[config.mk]
export PLATFORM = sky130hd
export DESIGN_NAME = jtkunio_gfxrom_slots
export DESIGN_NICKNAME = d
export VERILOG_FILES = /design/src/rtl/jtkunio_gfxrom_slots.sv
export SDC_FILE = /design/constraint.sdc
export NUM_CORES = 1
export LEC_CHECK = 0
export ABC_AREA = 1
export CAP_MARGIN = 20
export CORE_AREA = 2 2 145 147
export CTS_BUF_LIST = sky130_fd_sc_hd__clkbuf_8 sky130_fd_sc_hd__clkbuf_16
export CTS_CLUSTER_SIZE = 16
export DETAILED_ROUTE_END_ITERATION = 16
export DIE_AREA = 0 0 147 149
export PLACE_DENSITY = 0.76
export SLEW_MARGIN = 20
export SYNTH_ARGS = -nofsm -noshare
export SYNTH_HDL_FRONTEND = slang
export SYNTH_SLANG_ARGS = --single-unit
export TNS_END_PERCENT = 1
[constraint.sdc]
create_clock -name clk -period 3.2 [get_ports clk]
set_clock_uncertainty 0.05 [all_clocks]
set_input_delay 0.48 -clock clk [delete_from_list [all_inputs] [get_ports clk]]
set_output_delay 0.48 -clock clk [all_outputs]
set_load 0.05 [all_outputs]
[src/rtl/jtkunio_gfxrom_slots.sv]
// ---------------------------------------------------------------------------
// jtkunio_gfxrom_slots : char/scroll/obj ROM slots sharing one SDRAM port
// Revision: 1.0
// ---------------------------------------------------------------------------
`default_nettype none

module jtkunio_gfxrom_slots #(
  parameter logic [21:0] CHAR_OFFSET = 22'h00000,
  parameter logic [21:0] SCR_OFFSET  = 22'h08000,
  parameter logic [21:0] OBJ_OFFSET  = 22'h48000
) (
  input  logic        clk,
  input  logic        rst,
  input  logic [13:0] char_addr,
  output logic [31:0] char_data,
  output logic        char_ok,
  input  logic [16:0] scr_addr,
  output logic [31:0] scr_data,
  output logic        scr_ok,
  input  logic [17:0] obj_addr,
  input  logic        obj_cs,
  output logic [31:0] obj_data,
  output logic        obj_ok,
  output logic [21:0] sdram_addr,
  output logic        sdram_req,
  input  logic        sdram_ack,
  input  logic        sdram_dv,
  input  logic [15:0] sdram_din
);

  typedef enum logic [2:0] {
    ST_IDLE    = 3'd0,
    ST_REQ     = 3'd1,
    ST_WAIT_LO = 3'd2,
    ST_WAIT_HI = 3'd3,
    ST_DONE    = 3'd4
  } state_t;

  state_t      state_q, state_d;
  logic [1:0]  ptr_q;
  logic [1:0]  sel_q;
  logic [17:0] lat_addr_q;
  logic [21:0] sdram_addr_q;
  logic [31:0] buf_q;
  logic [31:0] char_data_q, scr_data_q, obj_data_q;
  logic [13:0] char_addr_q;
  logic [16:0] scr_addr_q;
  logic [17:0] obj_addr_q;
  logic        char_vld_q, scr_vld_q, obj_vld_q;

  logic [2:0]  pend;
  logic [2:0]  idx;
  logic        gnt_vld;
  logic [1:0]  gnt_id;
  logic [17:0] gnt_addr;
  logic [21:0] gnt_sdram;

  assign char_ok    = char_vld_q && (char_addr_q == char_addr);
  assign scr_ok     = scr_vld_q  && (scr_addr_q  == scr_addr);
  assign obj_ok     = obj_vld_q  && (obj_addr_q  == obj_addr) && obj_cs;
  assign char_data  = char_data_q;
  assign scr_data   = scr_data_q;
  assign obj_data   = obj_data_q;
  assign sdram_addr = sdram_addr_q;
  assign sdram_req  = (state_q == ST_REQ);

  assign pend = {obj_cs & ~obj_ok, ~scr_ok, ~char_ok};

  // Round-robin search: ptr_q is the slot with highest priority this round
  always_comb begin
    idx     = '0;
    gnt_vld = 1'b0;
    gnt_id  = ptr_q;
    for (int i = 0; i < 3; i++) begin
      idx = {1'b0, ptr_q} + 3'(i);
      if (idx >= 3'd3) idx = idx - 3'd3;
      if (!gnt_vld && pend[idx[1:0]]) begin
        gnt_vld = 1'b1;
        gnt_id  = idx[1:0];
      end
    end
  end

  always_comb begin
    gnt_addr  = {4'b0, char_addr};
    gnt_sdram = CHAR_OFFSET + {7'b0, char_addr, 1'b0};
    case (gnt_id)
      2'd1: begin
        gnt_addr  = {1'b0, scr_addr};
        gnt_sdram = SCR_OFFSET + {4'b0, scr_addr, 1'b0};
      end
      2'd2: begin
        gnt_addr  = obj_addr;
        gnt_sdram = OBJ_OFFSET + {3'b0, obj_addr, 1'b0};
      end
      default: ;
    endcase
  end

  always_comb begin
    state_d = state_q;
    case (state_q)
      ST_IDLE:    if (gnt_vld)   state_d = ST_REQ;
      ST_REQ:     if (sdram_ack) state_d = ST_WAIT_LO;
      ST_WAIT_LO: if (sdram_dv)  state_d = ST_WAIT_HI;
      ST_WAIT_HI: if (sdram_dv)  state_d = ST_DONE;
      ST_DONE:                   state_d = ST_IDLE;
      default:                   state_d = ST_IDLE;
    endcase
  end

  always_ff @(posedge clk) begin
    if (rst) begin
      state_q      <= ST_IDLE;
      ptr_q        <= 2'd0;
      sel_q        <= 2'd0;
      lat_addr_q   <= '0;
      sdram_addr_q <= '0;
      buf_q        <= '0;
      char_data_q  <= '0;
      scr_data_q   <= '0;
      obj_data_q   <= '0;
      char_addr_q  <= '0;
      scr_addr_q   <= '0;
      obj_addr_q   <= '0;
      char_vld_q   <= 1'b0;
      scr_vld_q    <= 1'b0;
      obj_vld_q    <= 1'b0;
    end else begin
      state_q <= state_d;
      if (state_q == ST_IDLE && gnt_vld) begin
        sel_q        <= gnt_id;
        lat_addr_q   <= gnt_addr;
        sdram_addr_q <= gnt_sdram;
        ptr_q        <= (gnt_id == 2'd2) ? 2'd0 : gnt_id + 2'd1;
      end
      if (state_q == ST_WAIT_LO && sdram_dv) buf_q[15:0]  <= sdram_din;
      if (state_q == ST_WAIT_HI && sdram_dv) buf_q[31:16] <= sdram_din;
      // Fill uses the address latched at grant time, not the live request
      if (state_q == ST_DONE) begin
        case (sel_q)
          2'd0: begin
            char_data_q <= buf_q;
            char_addr_q <= lat_addr_q[13:0];
            char_vld_q  <= 1'b1;
          end
          2'd1: begin
            scr_data_q <= buf_q;
            scr_addr_q <= lat_addr_q[16:0];
            scr_vld_q  <= 1'b1;
          end
          2'd2: begin
            obj_data_q <= buf_q;
            obj_addr_q <= lat_addr_q;
            obj_vld_q  <= 1'b1;
          end
          default: ;
        endcase
      end
    end
  end

endmodule

`default_nettype wire

### Word level (Yosys, flattened, before mapping)

Index checks and enable logic that the tools add are counted.

* output and inout port bits: 122
* register bits: 227

* magnitude comparators: 6
* bitwise gates (word level): 4
* reduce and logical (&&, ||, !) cells: 17
* add/sub/neg operators: 8
* mux-type cells: 23
* eq/ne operators: 15

Operators by type and width (number)
* case mux 20 bit (2 select lines): 1
* case mux 18 bit (2 select lines): 1
* adder 19 x 19 -> 20 bit, first input constant: 1
* adder 16 x 18 -> 19 bit, first input constant: 1
* equality test 18 bit: 1
* equality test 17 bit: 1
* equality test 14 bit: 1
* 2-to-1 mux 2 bit: 7
* 2-to-1 mux 3 bit: 4
* case mux 3 bit (4 select lines): 1
* logical AND 1 bit: 9
* less-than comparator 2 x 3 -> 1 bit, second input constant: 3
* binary-select mux 1 bit (select 2 bit): 3
* equality test 3 x 2 -> 1 bit, second input constant: 2
* greater-or-equal comparator 3 x 2 -> 1 bit, second input constant: 2
* 2-to-1 mux 1 bit: 6
* inequality test 2 bit, second input constant: 3
* AND reduction 2 bit: 3
* subtractor 2 bit, second input constant: 3
* equality test 2 x 1 -> 1 bit, second input constant: 2
* equality test 2 bit, second input constant: 2
* AND reduction 4 bit: 1
* adder 2 x 1 -> 3 bit, second input constant: 1
* adder 2 x 2 -> 3 bit, second input constant: 1
* other kinds (10): 13

### Logic depth before layout (Yosys ltp)

* word-level depth: 16
* gate-level depth with buffers: 24

### Worst setup path before layout

Ideal clock, no wire load.

* path type: in2reg
* start: input port char_addr[13]
* end: register lat_addr_q[12]
* stages: 22
* setup time: 0.118 ns
* required time: 3.032 ns
* setup slack: 0.108 ns
* arrival: 2.924 ns
* buffers on the path: 2
* path through: inv_1 -> nand2_1 -> nand2_1 -> nor2_2 -> nand2_1 -> nor2_1 -> nand2_1 -> a21oi_2 -> nand2_2 -> nand2_4 -> nand2_1 -> nor2_1 -> nand2_1 -> nand2_1 -> inv_1 -> ha_1 -> clkbuf_1 -> nand2_1 -> clkbuf_1 -> o22ai_1 -> a21oi_1 -> a21oi_1

* longest elaborated chain between the ends: 14
* elaborated cells between the ends (all ways): 23

Ends and longest elaborated chain
* start, declared: line 14 `input logic [13:0] char_addr,`
* equality test 14 bit (*): line 58 `assign char_ok = char_vld_q && (char_addr_q == char_addr);`
* logical AND 1 bit (*): line 58
* inverter 1 bit (*): line 67 `assign pend = {obj_cs & ~obj_ok, ~scr_ok, ~char_ok};`
* binary-select mux 1 bit (select 2 bit): line 77 `if (!gnt_vld && pend[idx[1:0]]) begin`
* 2-to-1 mux 1 bit (not written as such): line 77
* 2-to-1 mux 1 bit: line 77
* zero test 1 bit: line 77
* logical AND 1 bit: line 77
* 2-to-1 mux 1 bit: line 77
* zero test 1 bit: line 77
* logical AND 1 bit: line 77
* 2-to-1 mux 2 bit (*): line 77
* net gnt_id[0]: line 54 `logic [1:0] gnt_id;`
* equality test 2 bit / equality test 2 x 1 -> 1 bit (equally long branches): line 87 `case (gnt_id)`
* case mux 18 bit (2 select lines) (*): line 87
* end signal, assigned: line 133 `lat_addr_q <= gnt_addr;`
* end, declared: line 42 `logic [17:0] lat_addr_q;`

Mark *: on every way through the listed nets, which the timed path passes. The rest lies on a longest branch. The select of a mux whose other input is x is not followed.
A chain may end at the register's enable or synchronous reset.

### Worst setup path in the final report

* start: input port char_addr[2]
* end: register sdram_addr_q[17], in the netlist sdram_addr[17]

* longest elaborated chain between the ends: 14
* elaborated cells between the ends (all ways): 23

Ends and longest elaborated chain
* equality test 14 bit (*): line 58
* logical AND 1 bit (*): line 58
* inverter 1 bit (*): line 67
* binary-select mux 1 bit (select 2 bit): line 77
* 2-to-1 mux 1 bit (not written as such): line 77
* 2-to-1 mux 1 bit: line 77
* zero test 1 bit: line 77
* logical AND 1 bit: line 77
* 2-to-1 mux 1 bit: line 77
* zero test 1 bit: line 77
* logical AND 1 bit: line 77
* 2-to-1 mux 2 bit (*): line 77
* net gnt_id[0]: line 54
* equality test 2 bit / equality test 2 x 1 -> 1 bit (equally long branches): line 87
* case mux 20 bit (2 select lines) (*): line 87
* end signal, assigned: line 134 `sdram_addr_q <= gnt_sdram;`
* end, declared: line 43 `logic [21:0] sdram_addr_q;`

Marks and branches as above.

==> results.cfg <==
[run_status]
outcome = finished, final reports clean

[floorplanning]
core_mm2 = 0.0206
rows = 53
start_util_pct = 43.8
die_h_um = 149
die-area_mm2 = 0.0219
io_pins = 192
fp.dieW_um = 147

[critical_path]
cp-endpoint = sdram_addr[17]
criticalPathCategory = input pin to flip-flop
r2r.worst_path.cells = 24
start_kind = input pin
setup.worst_path.start = char_addr[2]
r2r_slack_ps = 300
cp.arrival_ps = 3370
timing.rr.start = scr_addr_q[9]
worst-path-max-fanout = 4
crit_required_ps = 3550
timing.rr.end = sdram_addr[17]
cp-end-kind = flip-flop

[sta]
setup_viol = 0
fin_crit_ps = 3020
relSlewSlack_pct = 47.8
finalCritPeriodShare_pct = 94.3
hold_viol = 0
drv_slew = 0
tightest_slew_ps = 781
setup_slack_ps = 181
timing.fmax_mhz = 331

[placement]
port_buffers = 188
globalplace.congestion = 0.901
dp_cells = 1745
dp_slack_ps = -525
dp.final_hpwl_mm = 20.4

[global_routing]
grt_max_degree = 65
grt_pass1_wl_mm = 44.0
grt_pass1_vias = 8336
antenna_found_initial = 1
track_usage_pct = 25.3
overflow = 0

[routing]
drt_iter0_drc = 435
num_vias = 8980
firstDrtPassIters = 5
routed_via_density = 5.03
drc = 0
drt-total-wl_mm = 28.9
wl_per_cell_um = 16.2
ant_nets = 0

[yosys]
synth_top_area_share_pct = 46.7
synth-main-ff-cell = dfxtp_1
netlist_area_mm2 = 0.00901
synthMostInstantiatedCell = dfxtp_1
synth-edff-count = 0
synth_area_leaders = dfxtp_1, o21ai_0, a21oi_1
seq_area_frac_synth_pct = 46.7
yosys_register_bits = 210
syn_inst = 1254
yosys.area.top_type = dfxtp_1
syn_avg_cell_area_um2 = 7.18
synth_cell_type_count = 39
synth_common_cells = dfxtp_1, o21ai_0, nor2_1
synth_warnings = 0
synthArstFlopShare_pct = 0

[clock_tree]
ctsHoldBuffers = 0
cts_root_buf = clkbuf_16
h-tree-depth = 1
clk_pin_slew_ps = 60
cts.path.max_buffers = 3
clk_latency_ps = 510
cts_inserted_buffers = 22
tritoncts = built
cts_setup_buffers = 0
cts.sinks = 210

[job]
cap_violations = 0

[power_and_ir_drop]
power_density_mw_per_mm2 = 686
peakVddDrop_mv = 0.441
leakage_uw = 0.00528

[worst_hold_path]
min_path_type = flip-flop to flip-flop

[cells_and_area]
syn_to_final_growth_pct = 39.4
drive_above_1_share_pct = 12.4
final_cells = 1786
nets = 1572
area by class of cell:
class                           instances  area [um2]
Fill cell                            1877        8000
Antenna cell                            1        2.50
Tap cell                              275         344
Clock inverter                         12        87.6
Multi-Input combinational cell        802        3870
Inverter                              160         611
Sequential cell                       210        4200
Timing Repair Buffer                  298        2790
Clock buffer                           28         644
sequential cells by signal, summed over array words and instances, names as in the netlist:
register,flops
scr_data,32
sdram_addr,5
state_q,3
scr_addr_q,17
scr_vld_q,1
lat_addr_q,18
obj_vld_q,1
obj_data,32
sel_q,2
char_vld_q,1
buf_q,32
char_data,32
obj_addr_q,18
char_addr_q,14
ptr_q,2
cell usage in the layout, fill, tap and decap left out, drive strengths merged, types with 7 or more instances in the layout:
cell type,count
clkdlybuf4s50,182
clkbuf,28
a21oi,161
clkinv,7
o21ai,215
inv,163
nand2,156
ha,8
nor2,186
nor3,9
nand4,7
nand3,25
dfxtp,210
buf,113
o22ai,12
per-layer routing:
metal	global-route usage, %	routed length, um	vias to the layer above
li1	-	-	4513
met1	30.4	11800	4104
met2	44.7	14100	317
met3	7.00	2350	44
met4	6.78	606	2
met5	0	13	-
worst min-delay path by stage:
stage | from | endpoint | slack, ps | cells after the start
after CTS | char_data[10] | char_data[10] | 400 | 2
after detailed placement | char_data[17] | char_data[17] | 390 | 2
after global placement | char_data[20] | char_data[20] | 380 | 2
final | char_data[25] | char_data[25] | 390 | 2
after global routing | char_data[15] | char_data[15] | 410 | 2
after floorplan | char_vld_q | char_vld_q | 380 | 2
worst max-delay path: stages:
cell	delay, ps
clkdlybuf4s50_1	480
inv_1	70
nand2_1	100
nand2_1	70
nor2_1	120
nand2_1	80
nor2_2	90
nand2_2	90
a21oi_2	170
nand2_2	90
nand2_4	90
nand2_1	70
nor2_2	150
inv_1	80
nand2_1	110
nand2_2	80
buf_4	140
ha_1	200
nand2_2	100
buf_4	120
a21oi_1	30
o21ai_0	60
o21ai_0	100
o21ai_1	150
nor2_1	50
metrics by stage:
| step | cell area (um2) | utilization (%) | total power [uW] | hold WS, ps | TNS (ps) |
|---|---|---|---|---|---|
| after global placement | 11700 | 57.1 | 5880 | 379 | -9000 |
| after floorplan | 9010 | - | 4930 | 380 | 0 |
| after global routing | 12600 | 61.1 | 9020 | 410 | -37.3 |
| after CTS | 12500 | 60.7 | 8500 | 397 | 0 |
| final | 12600 | 61.1 | 8610 | 393 | 0 |
| after detailed placement | 11700 | 57.1 | 5930 | 386 | -10570 |
power by group:
group          internal [uW]  switching (uW)
clock                   1500            1070
combinational           1140            1780
sequential              2850             273
cell families after synthesis:
logic type,share of synthesized area [%]
DFF,46.7
adders and majority gates,1.11
xor gates and xnor gates,0.681
and+or+nand+nor,17.8
AOI/OAI and AO/OA,22.3
buffers and inverters,11.3
other,0.0416
timing repair:
item | 4_1_cts | 5_1_grt
resized for setup | 2 | 29
endpoints found under the setup margin | 3 | 22
hold endpoints to repair | 0 | 0
pin swaps | 0 | 7
Power figures use the tool's default switching activity.
